<file path="src/rtl/controller_poll_scheduler.sv">
// controller_poll_scheduler
//   Drives the 6-button pad reader and turns its latched word into game events.
//   Every POLL_PERIOD cycles it pulses poll_flag for 2 cycles, waits READ_WAIT
//   cycles for the reader's read window, then samples pad_state. It debounces
//   the sampled word across polls and emits one-cycle press events. Held D-pad
//   keys also auto-repeat.
//
// Ports:
//   clock      in   system clock, all logic on posedge
//   reset      in   synchronous active-low reset
//   enable     in   polling enable
//   pad_state  in   [11:0] reader word, 1 = pressed, bit11 unused
//   poll_flag  out  start-read flag to the reader
//   pad_stable out  [11:0] debounced pad word, bit11 always 0
//   pad_press  out  [11:0] one-cycle pulse per new press or auto-repeat
//   pad_valid  out  one-cycle pulse per completed poll
//   busy       out  high while a poll is in progress
module controller_poll_scheduler #(
    parameter int unsigned POLL_PERIOD    = 833333,
    parameter int unsigned READ_WAIT      = 8100,
    parameter int unsigned DEBOUNCE_COUNT = 3,
    parameter int unsigned REPEAT_DELAY   = 30,
    parameter int unsigned REPEAT_RATE    = 6,
    parameter logic [11:0] REPEAT_MASK    = 12'h780
) (
    input  logic        clock,
    input  logic        reset,
    input  logic        enable,
    input  logic [11:0] pad_state,
    output logic        poll_flag,
    output logic [11:0] pad_stable,
    output logic [11:0] pad_press,
    output logic        pad_valid,
    output logic        busy
);

    localparam int PW = (POLL_PERIOD > 1) ? $clog2(POLL_PERIOD) : 1;
    localparam int WW = $clog2(READ_WAIT + 2);

    typedef enum logic [1:0] {
        ST_IDLE,
        ST_TRIGGER,
        ST_WAIT,
        ST_SAMPLE
    } state_t;

    state_t      state_q, state_d;
    logic [PW-1:0] period_cnt_q, period_cnt_d;
    logic [WW-1:0] wait_cnt_q, wait_cnt_d;
    logic [11:0] cand_q, cand_d;
    logic [3:0]  match_q, match_d;
    logic [7:0]  rep_cnt_q, rep_cnt_d;
    logic        rep_armed_q, rep_armed_d;
    logic [11:0] stable_q, stable_d;
    logic [11:0] press_q, press_d;
    logic        valid_q, valid_d;

    // SAMPLE-state scratch values
    logic [11:0] sample;
    logic [11:0] new_stable;
    logic [11:0] press_edge;
    logic [11:0] rep;
    logic [7:0]  rep_cnt_inc;

    always_comb begin
        state_d     = state_q;
        wait_cnt_d  = wait_cnt_q;
        cand_d      = cand_q;
        match_d     = match_q;
        rep_cnt_d   = rep_cnt_q;
        rep_armed_d = rep_armed_q;
        stable_d    = stable_q;
        press_d     = '0;
        valid_d     = 1'b0;
        sample      = pad_state & 12'h7FF;
        new_stable  = stable_q;
        press_edge  = '0;
        rep         = '0;
        rep_cnt_inc = rep_cnt_q + 8'd1;

        // Free-running poll period; held at 0 while disabled so the first
        // poll fires the cycle after enable rises.
        if (!enable)
            period_cnt_d = '0;
        else if (period_cnt_q == PW'(POLL_PERIOD - 1))
            period_cnt_d = '0;
        else
            period_cnt_d = period_cnt_q + 1'b1;

        case (state_q)
            ST_IDLE: begin
                wait_cnt_d = '0;
                if (enable && period_cnt_q == '0)
                    state_d = ST_TRIGGER;
            end
            ST_TRIGGER: begin
                // wait_cnt doubles as the 2-cycle flag timer
                if (wait_cnt_q == WW'(1)) begin
                    wait_cnt_d = '0;
                    state_d    = ST_WAIT;
                end else begin
                    wait_cnt_d = wait_cnt_q + 1'b1;
                end
            end
            ST_WAIT: begin
                if (wait_cnt_q == WW'(READ_WAIT - 1)) begin
                    wait_cnt_d = '0;
                    state_d    = ST_SAMPLE;
                end else begin
                    wait_cnt_d = wait_cnt_q + 1'b1;
                end
            end
            ST_SAMPLE: begin
                state_d = ST_IDLE;
                valid_d = 1'b1;

                // Debounce: count consecutive identical samples
                if (sample == cand_q) begin
                    if (match_q < 4'(DEBOUNCE_COUNT))
                        match_d = match_q + 4'd1;
                end else begin
                    cand_d  = sample;
                    match_d = 4'd1;
                end
                if (match_d == 4'(DEBOUNCE_COUNT))
                    new_stable = cand_d;
                stable_d   = new_stable;
                press_edge = new_stable & ~stable_q;

                // Auto-repeat runs only while the masked set is unchanged
                if ((new_stable & REPEAT_MASK) == '0 ||
                    (new_stable & REPEAT_MASK) != (stable_q & REPEAT_MASK)) begin
                    rep_cnt_d   = '0;
                    rep_armed_d = 1'b0;
                end else if (!rep_armed_q && rep_cnt_inc == 8'(REPEAT_DELAY)) begin
                    rep         = new_stable & REPEAT_MASK;
                    rep_armed_d = 1'b1;
                    rep_cnt_d   = '0;
                end else if (rep_armed_q && rep_cnt_inc == 8'(REPEAT_RATE)) begin
                    rep       = new_stable & REPEAT_MASK;
                    rep_cnt_d = '0;
                end else begin
                    rep_cnt_d = rep_cnt_inc;
                end

                press_d = press_edge | rep;
            end
            default: state_d = ST_IDLE;
        endcase
    end

    always_ff @(posedge clock) begin
        if (!reset) begin
            state_q      <= ST_IDLE;
            period_cnt_q <= '0;
            wait_cnt_q   <= '0;
            cand_q       <= '0;
            match_q      <= '0;
            rep_cnt_q    <= '0;
            rep_armed_q  <= 1'b0;
            stable_q     <= '0;
            press_q      <= '0;
            valid_q      <= 1'b0;
        end else begin
            state_q      <= state_d;
            period_cnt_q <= period_cnt_d;
            wait_cnt_q   <= wait_cnt_d;
            cand_q       <= cand_d;
            match_q      <= match_d;
            rep_cnt_q    <= rep_cnt_d;
            rep_armed_q  <= rep_armed_d;
            stable_q     <= stable_d;
            press_q      <= press_d;
            valid_q      <= valid_d;
        end
    end

    assign poll_flag  = (state_q == ST_TRIGGER);
    assign busy       = (state_q != ST_IDLE);
    assign pad_stable = stable_q;
    assign pad_press  = press_q;
    assign pad_valid  = valid_q;

endmodule

</file>
<file path="config.mk">
export PLATFORM = sky130hd
export DESIGN_NAME = controller_poll_scheduler
export DESIGN_NICKNAME = d
export VERILOG_FILES = /design/src/rtl/controller_poll_scheduler.sv
export SDC_FILE = /design/constraint.sdc
export NUM_CORES = 1
export LEC_CHECK = 0
export CAP_MARGIN = 5
export CORE_MARGIN = 2
export CORE_UTILIZATION = 25
export CTS_CLUSTER_DIAMETER = 40
export DETAILED_ROUTE_END_ITERATION = 16
export RECOVER_POWER = 50
export SYNTH_ARGS = -nofsm -noshare
export SYNTH_HDL_FRONTEND = slang
export SYNTH_SLANG_ARGS = --single-unit
</file>
<file path="constraint.sdc">
create_clock -name clock -period 5.1 [get_ports clock]
set_clock_uncertainty 0.1 [all_clocks]
set_input_delay 1.02 -clock clock [delete_from_list [all_inputs] [get_ports clock]]
set_output_delay 1.02 -clock clock [all_outputs]
set_load 0.005 [all_outputs]
</file>
==> results by group, run 1 <==
Run status
  • Status: completed

Clock tree
  • Root Buffer: clkbuf_16
  • TritonCTS clock tree: built
  • H-Tree Depth: 3
  • Worst skew pair latency: approximately 0.33 ns
  • Post-CTS sizing: 0
  • Num CTS Buffers: 9
  • CTS hold repair buffers: 0
  • Clock slew seen by the registers of the worst setup and hold paths: around 0.060 ns
  • Clk sink count: 85
  • Post-CTS Repair Setup Buffers: 0
  • CTS max path bufs: 2

STA
  • Fin. Hold Viols: 0
  • Worst-Margin Slew: 1.217 ns
  • Slew HR: 18.84%
  • Final setup TNS: 0 ns
  • Hold_ws: around 0.34 ns
  • Final Max Slew Viols: 0
  • Final Cycle Share: between 70 and 80%
  • FMAX: 0.2565 GHz
  • Period minus WS final: 3.898 ns
  • RSZ-0062 raised after global routing: no
  • Finish-stage setup viols: 0

Layout
  • Diodes inserted: 0
  • Commonest cells after routing, fill and taps aside: 85 x dfxtp_1, 68 x nor2_1, 34 x xor2_1
  • Commonest non-fill, non-tap cell in the layout: dfxtp_1
  • Ratio of cells with drive above 1 in the final layout: under 10%
  • Post-Layout Cell Count: roughly 690
  • Area delta synth->final: 22.52%
  • Final net count: 499

Route
  • Routed len/inst: 11.51 microns
  • 1st-iter DRT viols: 154
  • Vias per cell: 4.433
  • Drt pass-1 iters: 4
  • Routed wire length: 7933 microns
  • Residual DRC: 0
  • Detail Route Antenna Nets: 0
  • DR vias: 3054

Logic synthesis
  • Avg Cell Area, Syn: 9.322 sq um
  • Netlist cell types: 57
  • Ys flop type: dfxtp_1
  • Ys Warns: 0
  • Flops & latches, synth: 85
  • Post-Synthesis Cells: 431
  • EDFF count, synth: 0
  • Post-synthesis cell area: 0.004018 sq mm
  • Register area share after synthesis: 42.35%
  • Synthesized Nets: 462
  • Asr flop ratio synth: 0%

Min path
  • HP Class: reg -> reg

Critical path
  • CP Capture Type: register
  • Crit start category: input pin
  • Critical Path RT: 5.28 ns
  • Arr. time, crit path: about 4 ns
  • R2r setup slk: 1.68 ns
  • Critical path class: in -> reg
  • CP Max Fanout: 7

Placement
  • Port bufs: 40
  • RePlAce Congestion: 0.8246
  • Detailed Place HPWL: between 5000 and 6000 microns
  • Placed cell count: approximately 670

Pwr
  • Leakage: 1.888 nW
  • Cell Pwr Density: ~310 mW/mm^2
  • Total Power: 1.539 mW
  • Worst VDD drop: 0.0002074 V

Die
  • Chip height: between 100 and 150 microns
  • FP Rows: 46
  • Die Area: 0.01710 sq mm
  • Die width: 130.8 microns
  • Top-Level Pins: 42
  • Core area: 0.01577 sq mm
  • Initial Utilization: 25.48%

Global route
  • Largest net degree at the start of global routing: 27
  • Initial antenna violation count: 0
  • Global-route wire length before repair: approximately 13000 microns
  • Vias in the first global route: 2905
  • Total GRT Usage: 9.786%
  • Gr ovfl total: 0

Run
  • Maxcap violations: 0
## area by class of cell
class	instances	area (sq um)
fillers	1651	10850
clock buffers	13	260.3
multi-input cells	310	2163
inverters	21	78.83
flip-flops and latches	85	1702
repair buffers	41	404.1
clock inverters	3	43.79
well taps	216	270.3
## synth_stat cells, types with 2 or more instances
cell / instances / share of area, %
dfxtp_1: 85 / 42
nor2_1: 68 / 6.4
xor2_1: 34 / 7.4
mux2i_1: 26 / 6.5
nand2_1: 22 / 2.1
inv_1: 20 / 1.9
nand3_1: 20 / 2.5
ha_1: 16 / 5.0
nand4_1: 11 / 1.7
and3_1: 10 / 1.6
xnor2_1: 9 / 2.0
clkbuf_1: 8 / 0.75
nor3b_1: 8 / 1.5
o21ai_0: 7 / 0.87
nor3_1: 6 / 0.75
nor4_1: 6 / 0.93
o31ai_1: 5 / 0.93
or4_1: 5 / 0.93
a21o_1: 4 / 0.75
a22o_1: 4 / 0.87
mux2_2: 4 / 1.1
a211oi_1: 3 / 0.56
a21oi_1: 3 / 0.37
buf_2: 3 / 0.37
nand2b_1: 3 / 0.47
nor4_2: 3 / 0.93
a2111oi_0: 2 / 0.44
a21boi_0: 2 / 0.37
and2_1: 2 / 0.31
clkbuf_2: 2 / 0.25
nor2b_1: 2 / 0.31
nor4b_1: 2 / 0.44
or3_1: 2 / 0.31
## metrics by stage
step | cell area, sq um | util (%) | worst slack [ns]
detailed placement | 4622 | 29.31 | 0.8563
global route | 4922 | 31.21 | 0.9776
CTS | 4926 | 31.24 | 1.196
global placement | 4622 | 29.31 | 0.9242
floorplan | 4018 | - | 1.659
finish | 4922 | 31.21 | 1.202
## flip-flops by register name, summed over array words and instances, names as in the netlist
| signal | count |
|---|---|
| state_q | 2 |
| period_cnt_q | 20 |
| cand_q | 12 |
| rep_cnt_q | 8 |
| pad_stable | 12 |
| wait_cnt_q | 13 |
| pad_valid | 1 |
| match_q | 4 |
| pad_press | 12 |
| rep_armed_q | 1 |
## metal layers
metal  track usage (%)  part of all wire, %  vias to the layer above
li1                  -                    -                     1572
met1             12.37                   49                     1433
met2             15.75                   46                       41
met3             3.664                  3.3                        8
met4             2.628                  1.4                        0
met5                 0                    0                        -
## logic make-up (layout without fill, tap and decap cells)
logic type                 Yosys count  count (layout)  share of synthesized area (%)
adders and majority gates           16              16                          4.983
AOI/OAI and AO/OA                   41              41                          8.035
muxes                               31              31                          7.972
and+or+nand+nor                    178             178                          23.39
DFF                                 85              85                          42.35
xor gates and xnor gates            43              43                          9.374
other                                1               1                        0.09334
buffers and inverters               36              78                          3.799
## power by group
| group | switching, mW | leakage, nW | internal, mW |
|---|---|---|---|
| clock | 0.251 | 0.150 | 0.406 |
| combinational | 0.0985 | 1.05 | 0.0822 |
| sequential | 0.0185 | 0.686 | 0.682 |
## worst paths after layout
check,start,to,cells after the start
setup reg to reg,match_q[0],rep_cnt_q[6],12
hold / removal,pad_stable[6],pad_press[6],1
setup / recovery,pad_state[9],rep_cnt_q[6],12
hold reg to reg,pad_stable[6],pad_press[6],1
## critical path, cell delays in order
cell and delay, ns:
clkdlybuf4s50_1 0.51, xor2_1 0.19, nor4_2 0.40, nand4_4 0.25
mux2_2 0.34, ha_1 0.27, nand4_1 0.14, nor2_1 0.16
nand2_1 0.09, mux2_4 0.32, o41ai_2 0.20, o31a_1 0.17
Note: power is estimated with default switching activity, not from simulation.
==> run 2, diff against run 1 <==
Clock period 5.1 ns to 3.8 ns, I/O delays scaled along.
==> run 2 against run 1 <==
Against the previous run:
- worst setup slack worse by 0.91 ns
- utilization increased by 0.56 points
- count of clock-buffer cells in the layout down 3
- sequential power grew 34%
- critical endpoint unchanged
- power rose by 37%
- via count is 2.6% higher
==> results by group, run 2 (synthesized netlist as in run 1, its figures left out) <==
Run status
  • Status: completed

Layout
  • Final net count: 509
  • Post-layout util: 31.77%
  • Commonest cells after routing, fill and taps aside: 85 x dfxtp_1, 68 x nor2_1, 34 x xor2_1
  • Fillers: 1647
  • Max reg flops: 20
  • Register with the most flip-flops: period_cnt_q
  • Commonest non-fill, non-tap cell in the layout: dfxtp_1
  • Area of the multi-input gates: 0.002163 sq mm
  • Area delta synth->final: 24.70%
  • Biggest regs: period_cnt_q: 20 flops, wait_cnt_q: 13 flops
  • Register area: approximately 0.0017 sq mm
  • Post-route design area: 0.005010 sq mm
  • Diodes inserted: 0
  • Post-Layout Cell Count: 699
  • Ratio of cells with drive above 1 in the final layout: 8.282%

Clock tree
  • TritonCTS clock tree: built
  • Clk sink count: 85
  • CTS hold repair buffers: 0
  • Post-CTS Repair Setup Buffers: 0
  • Root Buffer: clkbuf_16
  • H-Tree Depth: 3
  • Num CTS Buffers: 9
  • Worst skew pair latency: 0.33 ns
  • CTS max path bufs: 2
  • Post-CTS sizing: 0
  • Clock slew seen by the registers of the worst setup and hold paths: 0.06 ns

Global route
  • Total GRT Usage: ~9.9%
  • Largest net degree at the start of global routing: 27
  • Vias in the first global route: approximately 3000
  • Initial antenna violation count: 0
  • Global-route wire length before repair: about 14000 microns
  • Gr ovfl total: 0

Critical path
  • Crit start category: input pin
  • CP Max Fanout: 6
  • Critical path class: in -> reg
  • Critical Path RT: roughly 4.0 ns
  • Arr. time, crit path: 3.69 ns
  • Cell count of the worst reg-to-reg path: 12
  • CP Capture Type: register

STA
  • Final Cycle Share: around 92%
  • Fin. Hold Viols: 0
  • FMAX: 0.2848 GHz
  • Final Max Slew Viols: 0
  • RSZ-0062 raised after global routing: no
  • Worst-Margin Slew: approximately 1.2 ns
  • Period minus WS final: 3.511 ns
  • Hold_ws: approximately 0.34 ns
  • Slew HR: 20.93%
  • Finish-stage setup viols: 0

Die
  • FP Rows: 46
  • Chip height: 130.8 microns
  • Die width: between 100 and 150 microns
  • Top-Level Pins: 42
  • Initial Utilization: 25.48%
  • Die Area: 0.01710 sq mm
  • Core area: ~0.016 sq mm

Placement
  • Detailed Place HPWL: around 5900 microns
  • RePlAce Congestion: 0.8026
  • DP Area: approximately 0.0047 sq mm
  • Port bufs: 40
  • Placed cell count: 683

Pwr
  • Switching power: 0.5021 mW
  • Total Power: about 2.1 mW
  • Cell Pwr Density: 420.4 mW/mm^2
  • Sequential cell fraction of total power: 44.6%
  • Clock network fraction of design power: 43.8%
  • P_int: around 1.6 mW
  • Worst VDD drop: 0.0002568 V
  • Leakage: 1.947 nW
  • Logic gate share of total power: 11.5%
  • Sw frac: 23.84%

Route
  • 1st-iter DRT viols: 100
  • DR vias: 3133
  • Residual DRC: 0
  • Vias per cell: 4.482
  • Detail Route Antenna Nets: 0
  • Routed wire length: 8060 microns
  • Drt pass-1 iters: 4
  • Routed len/inst: 11.53 microns

Min path
  • Hold path depth: 1
  • HP Class: reg -> reg

Run
  • Maxcap violations: 0
-- run 2: critical path, stage by stage --
cell             delay, ns
clkdlybuf4s50_1       0.46
xor2_1                0.18
nor4_2                0.40
nand4_4               0.21
mux2_2                0.33
ha_1                  0.27
nand4_1               0.13
nor2_1                0.15
nand2_1               0.08
mux2_4                0.32
o41ai_2               0.20
o31a_1                0.17
-- run 2: power groups by stage --
| stage | registers [mW] | logic (mW) | clock network (mW) |
|---|---|---|---|
| floorplan | 0.954 | 0.160 | 0 |
| global placement | 0.958 | 0.243 | 0 |
| detailed placement | 0.960 | 0.246 | 0 |
| CTS | 0.940 | 0.249 | 0.953 |
| global route | 0.943 | 0.273 | 0.992 |
| finish | 0.940 | 0.243 | 0.923 |
-- run 2: path summary, 6_finish.rpt --
kind                       from      endpoint  slack (ns)
hold reg to reg   pad_stable[0]  pad_press[0]        0.34
setup / recovery   pad_state[9]  rep_cnt_q[6]        0.29
setup reg to reg     match_q[0]  rep_cnt_q[6]        0.45
hold / removal    pad_stable[0]  pad_press[0]        0.34
-- run 2: area by class of cell --
type / count / share of cell area [%]
Clock buffer: 10 / 4.570
Clock inverter: 6 / 1.748
Inverter: 21 / 1.573
Multi-Input combinational cell: 310 / 43.18
Sequential cell: 85 / 33.97
Tap cell: 216 / 5.395
Timing Repair Buffer: 51 / 9.565
-- run 2: metrics by stage --
step           setup WS [ns]  setup TNS (ns)
4_1_cts               0.3104               0
5_1_grt              0.05004               0
3_3_place_gp         0.02181               0
6_report              0.2891               0
3_5_place_dp        -0.03743        -0.03743
2_1_floorplan         0.6190               0
-- run 2: per-layer routing --
metal / track usage [%] / share of wire [%] / vias up
met3: 3.420 / 3.4 / 5
met1: 12.07 / 48 / 1486
met4: 2.065 / 0.57 / 0
li1: - / - / 1597
met5: 0 / 0 / -
met2: 17.13 / 48 / 45
